<file path="src/rtl/cereal_pkg.sv">
// Shared types and constants for the cereal transmit scheduler (CR/LF states exist only with CEREAL_CRLF_EN).
// Latency: n/a (types only).
// Backpressure: n/a.
package cereal_pkg;

`ifdef CEREAL_CRLF_EN
    typedef enum logic [2:0] {
        IDLE,
        HOLD,
        WAIT_DONE,
        CR,
        LF
    } sched_state_t;
`else
    typedef enum logic [1:0] {
        IDLE,
        HOLD,
        WAIT_DONE
    } sched_state_t;
`endif

    localparam logic [7:0] ASCII_CR  = 8'h0D;
    localparam logic [7:0] ASCII_LF  = 8'h0A;
    localparam logic [7:0] ASCII_NUL = 8'h00;

endpackage

</file>
<file path="src/rtl/sync_fifo.sv">
// Generic synchronous FIFO, DEPTH entries (power of 2), wrap-bit pointers.
// Latency: push visible at dout the edge after it is written; dout is the head, read without delay.
// Backpressure: push ignored while full, pop ignored while empty.
module sync_fifo #(
    parameter int DEPTH = 4,
    parameter int WIDTH = 8
) (
    input  logic             sysclk,
    input  logic             rst,
    input  logic             push,
    input  logic             pop,
    input  logic [WIDTH-1:0] din,
    output logic             full,
    output logic             empty,
    output logic [WIDTH-1:0] dout
);

    localparam int AW = $clog2(DEPTH);

    logic [AW:0]      wr_ptr;
    logic [AW:0]      rd_ptr;
    logic [WIDTH-1:0] mem [DEPTH];

    assign empty = (wr_ptr == rd_ptr);
    assign full  = ((wr_ptr ^ rd_ptr) == {1'b1, {AW{1'b0}}});
    assign dout  = mem[rd_ptr[AW-1:0]];

    always_ff @(posedge sysclk) begin
        if (rst) begin
            wr_ptr <= '0;
            rd_ptr <= '0;
        end else begin
            if (push && !full)
                wr_ptr <= wr_ptr + (AW+1)'(1);
            if (pop && !empty)
                rd_ptr <= rd_ptr + (AW+1)'(1);
        end
    end

    always_ff @(posedge sysclk) begin
        if (push && !full)
            mem[wr_ptr[AW-1:0]] <= din;
    end

endmodule

</file>
<file path="src/rtl/cereal_tx_sched.sv">
// Queues keyboard characters and paces them into the cereal transmitter; CEREAL_CRLF_EN appends CR/LF to each.
// Latency: push at edge N with FSM idle -> tx_start high from edge N+2, held HOLD_CYCLES cycles.
// Backpressure: waits on tx_busy after each hold; pushes into a full FIFO are dropped and flag overflow.
module cereal_tx_sched
    import cereal_pkg::*;
#(
    parameter int DEPTH       = 4,
    parameter int HOLD_CYCLES = 5702,
    parameter int CNT_W       = 13
) (
    input  logic       sysclk,
    input  logic       rst,
    input  logic       req,
    input  logic [7:0] req_data,
    input  logic       tx_busy,
    output logic       tx_start,
    output logic [7:0] tx_data,
    output logic       fifo_full,
    output logic       overflow
);

    localparam logic [CNT_W-1:0] HOLD_LAST = CNT_W'(HOLD_CYCLES - 1);

    sched_state_t     state, state_n;
    logic [CNT_W-1:0] cnt, cnt_n;
    logic [7:0]       tx_data_n;
    logic             req_q;
    logic             push_edge;
    logic             fifo_push;
    logic             fifo_pop;
    logic             fifo_empty;
    logic [7:0]       fifo_dout;

`ifdef CEREAL_CRLF_EN
    // Which character the current HOLD/WAIT_DONE belongs to: 0 FIFO char, 1 CR, 2 LF.
    logic [1:0] phase, phase_n;
`endif

    // NUL is filtered before the full check so it never counts as a drop.
    assign push_edge = req && !req_q && (req_data != ASCII_NUL);
    assign fifo_push = push_edge && !fifo_full;

    sync_fifo #(.DEPTH(DEPTH), .WIDTH(8)) u_fifo (
        .sysclk (sysclk),
        .rst    (rst),
        .push   (fifo_push),
        .pop    (fifo_pop),
        .din    (req_data),
        .full   (fifo_full),
        .empty  (fifo_empty),
        .dout   (fifo_dout)
    );

    always_comb begin
        state_n   = state;
        cnt_n     = cnt;
        tx_data_n = tx_data;
        fifo_pop  = 1'b0;
`ifdef CEREAL_CRLF_EN
        phase_n   = phase;
`endif
        case (state)
            IDLE: begin
                if (!fifo_empty) begin
                    fifo_pop  = 1'b1;
                    tx_data_n = fifo_dout;
                    state_n   = HOLD;
`ifdef CEREAL_CRLF_EN
                    phase_n   = 2'd0;
`endif
                end
            end
            HOLD: begin
                if (cnt == HOLD_LAST) begin
                    cnt_n   = '0;
                    state_n = WAIT_DONE;
                end else begin
                    cnt_n = cnt + CNT_W'(1);
                end
            end
            WAIT_DONE: begin
                if (!tx_busy) begin
`ifdef CEREAL_CRLF_EN
                    case (phase)
                        2'd0:    state_n = CR;
                        2'd1:    state_n = LF;
                        default: state_n = IDLE;
                    endcase
`else
                    state_n = IDLE;
`endif
                end
            end
`ifdef CEREAL_CRLF_EN
            CR: begin
                tx_data_n = ASCII_CR;
                phase_n   = 2'd1;
                state_n   = HOLD;
            end
            LF: begin
                tx_data_n = ASCII_LF;
                phase_n   = 2'd2;
                state_n   = HOLD;
            end
`endif
            default: state_n = IDLE;
        endcase
    end

    // tx_start is a registered copy of the HOLD state, which gives the two-edge push-to-start latency.
    always_ff @(posedge sysclk) begin
        if (rst) begin
            state    <= IDLE;
            cnt      <= '0;
            tx_data  <= '0;
            tx_start <= 1'b0;
            overflow <= 1'b0;
            req_q    <= 1'b0;
`ifdef CEREAL_CRLF_EN
            phase    <= 2'd0;
`endif
        end else begin
            state    <= state_n;
            cnt      <= cnt_n;
            tx_data  <= tx_data_n;
            tx_start <= (state == HOLD);
            overflow <= overflow || (push_edge && fifo_full);
            req_q    <= req;
`ifdef CEREAL_CRLF_EN
            phase    <= phase_n;
`endif
        end
    end

endmodule
</file>
<file path="config.mk">
export PLATFORM = sky130hd
export DESIGN_NAME = cereal_tx_sched
export DESIGN_NICKNAME = d
export VERILOG_FILES = /design/src/rtl/cereal_pkg.sv /design/src/rtl/sync_fifo.sv /design/src/rtl/cereal_tx_sched.sv
export SDC_FILE = /design/constraint.sdc
export NUM_CORES = 1
export LEC_CHECK = 0
export ABC_AREA = 1
export CAP_MARGIN = 10
export CORE_UTILIZATION = 45
export DETAILED_ROUTE_END_ITERATION = 12
export GPL_ROUTABILITY_DRIVEN = 0
export GPL_TIMING_DRIVEN = 1
export PLACE_DENSITY = 0.73
export SYNTH_ARGS = -nofsm -noshare
export SYNTH_HDL_FRONTEND = slang
export SYNTH_SLANG_ARGS = --single-unit
</file>
<file path="constraint.sdc">
create_clock -name sysclk -period 5 [get_ports sysclk]
set_clock_uncertainty 0.15 [all_clocks]
set_input_delay 1 -clock sysclk [delete_from_list [all_inputs] [get_ports sysclk]]
set_output_delay 1 -clock sysclk [all_outputs]
set_load 0.02 [all_outputs]
</file>
Yosys cells after proc, flatten, opt, wreduce, memory -nomap -nowiden

Memories as Yosys holds them, arrays and structs flattened. A register that Yosys moved wholly into a read port is not among the register bits.
Cells that the tools add are included.

Add/sub/neg operators: 3
Equality and inequality tests: 8
Multiplexer cells: 9
Bitwise gates (word level): 2
Reduce and logical (&&, ||, !) cells: 14

Operator list:

| cell                                                             | number |
|---|---|
| 13-bit by 1-bit adder with 13-bit output (second input constant) | 1 |
| 13-bit == test (second input constant)                           | 1 |
| 13-bit two-way mux                                               | 1 |
| 8-bit nonzero test                                               | 1 |
| 3-bit by 1-bit adder with 3-bit output (second input constant)   | 2 |
| 1-bit logical AND                                                | 6 |
| 2-bit two-way mux                                                | 3 |
| 2-bit != test (second input constant)                            | 3 |
| 2-bit one-hot mux with 3 select lines                            | 1 |
| 1-bit two-way mux                                                | 4 |
| 3-bit == test                                                    | 1 |
| 3-bit == test (second input constant)                            | 1 |
| 1-bit zero test                                                  | 3 |
| 3-bit AND reduction                                              | 1 |
| 3-bit XOR                                                        | 1 |
| 2-bit by 1-bit == test with 1-bit output (second input constant) | 1 |
| 2-bit == test (second input constant)                            | 1 |
| 2-bit zero test                                                  | 1 |
| 2-bit AND reduction                                              | 1 |
| 1-bit logical OR                                                 | 1 |
| 1-bit NOT                                                        | 1 |

Flip-flop bits (word level): 24
Bits in writable memories: 32
Bits of input ports: 12
Output and inout port bits: 11
Word-level logic and storage cells: 44
Memories kept: 1

Memories:

| memory     | depth | width | rd ports | clocked after memory_dff | wr ports | RTL line        | source |
|---|---|---|---|---|---|---|---|
| u_fifo.mem | 4     | 8     | 1        | 1                        | 1        | sync_fifo.sv:22 | `logic [WIDTH-1:0] mem [DEPTH];` |

Depth between registers and ports, before layout

Gate-level depths: netlist (run 1).

Depth in word-level cells: 7
Depth in mapped cells: 8

Cells and area by module

Synthesis (run 1) repeated with hierarchy kept, for this count alone.

Cells, all modules: 325
Area total of the unflattened synthesis: 2965.3 µm²

Modules (own cells, without submodules):

| module          | times used | cells an instance | area each (µm²) | seq. area each (µm²) |
|---|---|---|---|---|
| sync_fifo       | 1          | 151               | 1692.9          | 1121.1 |
| cereal_tx_sched | 1          | 174               | 1272.5          | 520.5 |

Worst setup path after synthesis (run 1)

Ideal clock, no wire load.

Kind: input port to flip-flop
Start: input port req
End: memory u_fifo.mem[0][0], enable pin
Setup time: 0.371 ns
Arrival: 2.052 ns
Setup slack: 2.427 ns
Stages: 5
Path through: inv_1 or2_2 nor2_1 nand2_2 nor2_1

Longest elaborated chain between the ends: 6

RTL lines:

| what                                    | RTL line              | source |
|---|---|---|
| start: declaration                      | cereal_tx_sched.sv:13 | `input logic req,` |
| 1-bit logical AND (2 in a row)          | cereal_tx_sched.sv:40 | `assign push_edge = req && !req_q && (req_data != ASCII_NUL);` |
| 1-bit logical AND                       | cereal_tx_sched.sv:41 | `assign fifo_push = push_edge && !fifo_full;` |
| 1-bit logical AND                       | sync_fifo.sv:41       | `if (push && !full)` |
| 1-bit two-way mux                       | sync_fifo.sv:41       |  |
| 1-bit two-way mux (not written as such) | sync_fifo.sv:42       | `mem[wr_ptr[AW-1:0]] <= din;` |
| end: declaration                        | sync_fifo.sv:22       |  |

Every way passes these cells.

Final worst setup path (run 1)

Start: register u_fifo.rd_ptr[0]
End: output port fifo_full

Longest elaborated chain between the ends: 2

RTL lines:

| what                     | RTL line              | source |
|---|---|---|
| start: declaration       | sync_fifo.sv:21       | `logic [AW:0] rd_ptr;` |
| start signal: assignment | sync_fifo.sv:36       | `rd_ptr <= rd_ptr + (AW+1)'(1);` |
| 3-bit XOR                | sync_fifo.sv:25       | `assign full = ((wr_ptr ^ rd_ptr) == {1'b1, {AW{1'b0}}});` |
| 3-bit == test            | sync_fifo.sv:25       |  |
| end: declaration         | cereal_tx_sched.sv:18 | `output logic fifo_full,` |

Every way passes these cells.

==> metrics.txt, run 1 <==
status complete, no violations; Clk pin slew, worst setup/hold paths 0.07 ns; Power Total 1.573 mW; sequential fraction of the synthesis area 56.02%; Max Cap Violations 0; Sw Share a little under two fifths; CTS root buf clkbuf_8; startpoint types register; Worst-Skew Late Latency 0.34 ns; worst endpoint required time 3.85 ns; Inst Count DP 413; DRT Pass-1 Iters 4; Routed WL ~5300 um; Non-Filler Instances 429; area delta synth->final 15.23%; ANT cells 0; Slew @ Worst Pin 0.6982 ns; Core Box Area 0.006026 mm^2; internal power between 0.9 and 1 mW; synth unique cells 28; initial antenna violation count 0; Gate Count Post-Synth 324; syn_area_per_cell 8.824 um^2; io pins 23; Slew Limit Fails 0; CTS tree built; HPWL after DPL around 3600 um; Post-DRT Antenna Nets 0; HP Class reg -> reg; GR Util All Layers approximately a fifth; clk buf depth 2; clock share of power 24.2%; IO Port Bufs 22; grt ovf 0; CTS HTree Levels 3; layout cells sized above 1 7.345%; min Tclk post-route 3.535 ns; unrepaired setup endpoints after global routing no; Psw 0.5833 mW; Final Hold Slack 0.3433 ns; relative slew slack 53.28%; Power Dens Cells 477.4 mW/mm^2; DR vias/cell ~5; post-CTS sizing 0; combinational power share 33.2%; vias in the first global route just under 2,000; Fill cells 570; nets@finish ~370; Mapped Area 0.002859 mm^2; Crit. End Element output port; initial core utilization 47.45%; Yosys reg bits 64; synth warn 0; Post-Syn Nets 343; Setup CP Type reg -> out; leakage about 1.3 nW; CTS Buf Count 9; final setup vio count 0; Flop pwr share between 40% and 50%; cts hold-fix bufs 0; Max Clk Rate 282.9 MHz; routed vias 2,127; Sinks on Clock Net 64; WL/cell roughly 12 um; die area 0.006676 mm^2; first-pass GRT wire length 9052 um; die height 81.71 um; VDD IR-drop max 243.1 uV; Final period util 70.69%; DIE WIDTH 81.71 um; Max FO, Critical Path 21; Post-CTS Setup Repair Bufs 0; Worst EP arrival 2.38 ns; row count 28; pin count of the biggest net entering global routing 22; DRC Markers 0; number of DRC markers in iteration 0 114; final hold vios 0; Fin Setup TNS 0 ns
-- cell usage in the layout, fill, tap and decap left out, types with 2 or more instances in the layout --
cell type,instances
xor2_1,9
clkinv_4,2
nor3_1,3
dfxtp_1,32
nand2_2,4
nand3b_1,3
clkdlybuf4s50_1,22
inv_1,33
clkinv_2,2
edfxtp_1,32
o21ai_0,23
nand2_1,50
nand4_1,3
clkbuf_8,9
a21oi_1,10
o21ai_1,3
nor2_1,78
ha_1,7
nand3_1,16
-- power groups by stage --
stage,sequential (mW),combinational (mW),clock (mW)
after global placement,0.681,0.512,0
after detailed placement,0.682,0.521,0
final,0.670,0.522,0.381
after CTS,0.671,0.526,0.390
after floorplan,0.701,0.366,0
after global routing,0.680,0.594,0.411
-- flip-flops by register name, summed over array words and instances (netlist names) --
name,cells
u_fifo.mem,32
cnt,13
tx_data,8
u_fifo.rd_ptr,3
u_fifo.wr_ptr,3
state,2
overflow,1
req_q,1
tx_start,1
-- metal layers --
metal / track usage, % / share of wire (%) / up-vias
met2: 28.00 / 47 / 51
met1: 24.86 / 46 / 972
met4: 7.544 / 1.3 / 0
li1: - / - / 1096
met3: 5.889 / 5.7 / 8
met5: 0 / 0 / -
-- final cells by class --
| cell class | count | area [um^2] | share of cell area [%] |
|---|---|---|---|
| inverter | 33 | 123.9 | 3.760 |
| timing repair buffer | 23 | 227.7 | 6.912 |
| multi-input combinational | 218 | 1076 | 32.66 |
| clock inverter | 7 | 47.55 | 1.443 |
| clock buffer | 9 | 123.9 | 3.760 |
| sequential | 64 | 1602 | 48.61 |
| tap | 75 | 93.84 | 2.848 |
-- worst max-delay path, stage by stage, from the launching register on --
cell	delay [ns]
dfxtp_1	0.30
buf_4	0.20
inv_1	0.39
nand2_1	0.13
nand2_2	0.09
nand3_1	0.19
inv_1	0.14
clkdlybuf4s50_1	0.61
-- cell usage after synthesis, drive strengths merged --
| master | n | area, um^2 |
|---|---|---|
| xor2 | 9 | 78.83 |
| nand4 | 3 | 18.77 |
| buf | 7 | 50.04 |
| nor2 | 79 | 304.0 |
| o21bai | 1 | 7.510 |
| nand2 | 55 | 224.0 |
| o21ai | 26 | 130.1 |
| dfxtp | 32 | 640.6 |
| nor3 | 3 | 15.01 |
| inv | 33 | 123.9 |
| nand3 | 17 | 90.09 |
| ha | 7 | 87.58 |
| nor3b | 1 | 7.510 |
| clkbuf | 2 | 7.510 |
| xnor2 | 2 | 25.03 |
| a21oi | 11 | 58.81 |
| nand3b | 3 | 22.52 |
| or2 | 1 | 6.260 |
| edfxtp | 32 | 960.9 |
-- stage by stage --
stage / worst slack, ns / utilization [%] / cell area (um^2)
4_1_cts: 1.465 / 54.67 / 3294
6_report: 1.465 / 54.67 / 3294
5_1_grt: 1.306 / 54.67 / 3294
3_5_place_dp: 1.708 / 51.83 / 3123
2_1_floorplan: 2.427 / - / 2859
3_3_place_gp: 1.770 / 51.83 / 3123
-- cell families after synthesis --
group / count (synthesis) / synth area share [%]
simple gates: 162 / 24.07
flops: 64 / 56.02
buf+inv: 42 / 6.346
compound gates: 38 / 6.871
xor+xnor: 11 / 3.633
fa+ha+maj: 7 / 3.063
-- path summary, 6_finish.rpt --
check / from / slack (ns) / endpoint / cells past startpoint
max: u_fifo.rd_ptr[0] / 1.47 / fifo_full / 7
min: overflow / 0.34 / overflow / 2
max reg2reg: u_fifo.rd_ptr[0] / 2.54 / u_fifo.mem[0][4] / 7
min reg2reg: overflow / 0.34 / overflow / 2
Note: power is estimated with default switching activity, not from simulation.
==> run 2: changes to the inputs <==
- clock period: 5 -> 3.6 ns (I/O delays scaled with it)
==> run 2 against run 1 <==
Total power is 44% higher. Worst setup slack worse by 0.86 ns. Non-clock buffer count is 2 higher. Via count is 0.47% lower. Wire length is 2.0% lower. Sequential share of layout area is 0.57 points lower. Cell count is 0.47% higher. Critical path type unchanged. Largest power group unchanged.
==> metrics.txt, run 2 (synthesis gave the netlist of run 1 again) <==
status complete, no violations; Crit path top cell by count inv_1; DRC Markers 0; first-pass GRT wire length a little under 9000 um; Worst path slowest cell clkdlybuf4s50_1; DRT Pass-1 Iters 4; flip-flop count of the largest register after layout 32; Crit. End Element output port; Routed WL 5226 um; worst endpoint required time roughly 2.7 ns; ANT cells 0; IO Port Bufs 22; vias in the first global route 1,903; grt ovf 0; routed vias 2,117; Worst-Skew Late Latency 0.34 ns; Clk pin slew, worst setup/hold paths 0.07 ns; GR Util All Layers between 15 and 20%; Sinks on Clock Net 64; final hold vios 0; Fin Setup TNS 0 ns; pin count of the biggest net entering global routing 21; most common cell after layout, fill and taps aside nor2_1; CTS tree built; cts hold-fix bufs 0; layout cells sized above 1 7.865%; Max Clk Rate around 330 MHz; final setup vio count 0; Slew @ Worst Pin 0.6394 ns; HPWL after DPL 3499 um; Post-CTS Setup Repair Bufs 0; CTS Buf Count 9; CTS HTree Levels 3; clk buf depth 2; unrepaired setup endpoints after global routing no; initial core utilization 47.45%; HP Class reg -> reg; leakage roughly 1.3 nW; Buffers & Inverters on Critical Path 3; Max FO, Critical Path 17; number of DRC markers in iteration 0 149; CTS root buf clkbuf_8; relative slew slack between 50% and 60%; Worst EP arrival about 2.1 ns; Slew Limit Fails 0; Crit path max-delay family buffers and inverters; nets@finish 370; io pins 23; Crit path largest cell delay 0.61 ns; area delta synth->final 16.59%; startpoint types register; Critical Path, Cell by Cell inv_1, nand2_1, nand2_2, nand3_1, inv_1, clkdlybuf4s50_1; Power Dens Cells 678.6 mW/mm^2; min Tclk post-route between 2 and 3 ns; utilization after layout a little under three fifths; Final period util 83.06%; die height 81.71 um; WL/cell 12.13 um; Max Cap Violations 0; commonest cells after routing, fill and taps aside 78 x nor2_1, 50 x nand2_1, 33 x inv_1; Post-DRT Antenna Nets 0; DIE WIDTH 81.71 um; row count 28; VDD IR-drop max 338.8 uV; die area 0.006676 mm^2; Core Box Area roughly 0.006 mm^2; Setup CP Type reg -> out; post-CTS sizing 0; initial antenna violation count 0; DR vias/cell around 4.9
==> run 2: changes by cell type in the layout (fill, tap and decap cells not counted) <==
cell	before	now
clkinvlp_4	1	2
buf_4	1	3
clkinv_2	2	1
clkinv_4	2	1
bufinv_16	0	1
==> run 2: cell type report <==
type | count | area [um^2]
Fill cell | 548 | 2693
Clock buffer | 9 | 123.9
Inverter | 33 | 123.9
Tap cell | 75 | 93.84
Clock inverter | 7 | 71.32
Sequential cell | 64 | 1602
Timing Repair Buffer | 25 | 242.7
Multi-Input combinational cell | 218 | 1076
==> run 2: path summary, 6_finish.rpt <==
check	slack, ns	depth (start not counted)	from	to
min reg2reg	0.33	2	overflow	overflow
max	0.61	6	u_fifo.rd_ptr[0]	fifo_full
max reg2reg	1.46	6	u_fifo.rd_ptr[0]	u_fifo.mem[2][0]
min	0.33	2	overflow	overflow
==> run 2: per-layer routing <==
metal | vias to the layer above | track usage, % | part of all wire, % | wire length [um]
li1 | 1094 | - | - | -
met1 | 972 | 25.25 | 52 | 2736
met2 | 47 | 24.58 | 42 | 2180
met3 | 4 | 6.000 | 5.0 | 259
met4 | 0 | 7.719 | 0.92 | 48
met5 | - | 0 | 0 | 0
==> run 2: tightest hold or removal path: cells and delay by family, from the launching register on <==
family | cells | cell delay, ns
AOI/OAI and AO/OA | 1 | 0.05
DFF | 1 | 0.33
and+or+nand+nor | 1 | 0.07
==> run 2: power breakdown <==
group          switching, mW  internal, mW  total [mW]
Combinational          0.469         0.276       0.746
Clock                  0.291         0.319       0.610
Sequential            0.0492         0.857       0.906
Total                  0.809          1.45        2.26
==> run 2: per-stage QoR <==
step	power, mW	cell area [um^2]	hold slack [ns]	worst slack [ns]	cells
final	2.262	3333	0.3323	0.6099	431
after global routing	2.426	3333	0.3755	0.3824	431
after CTS	2.277	3333	0.3360	0.5868	431
after detailed placement	1.665	3138	0.3170	0.5754	415
after global placement	1.649	3138	0.3156	0.6559	415
after floorplan	1.482	2859	0.3154	1.307	324
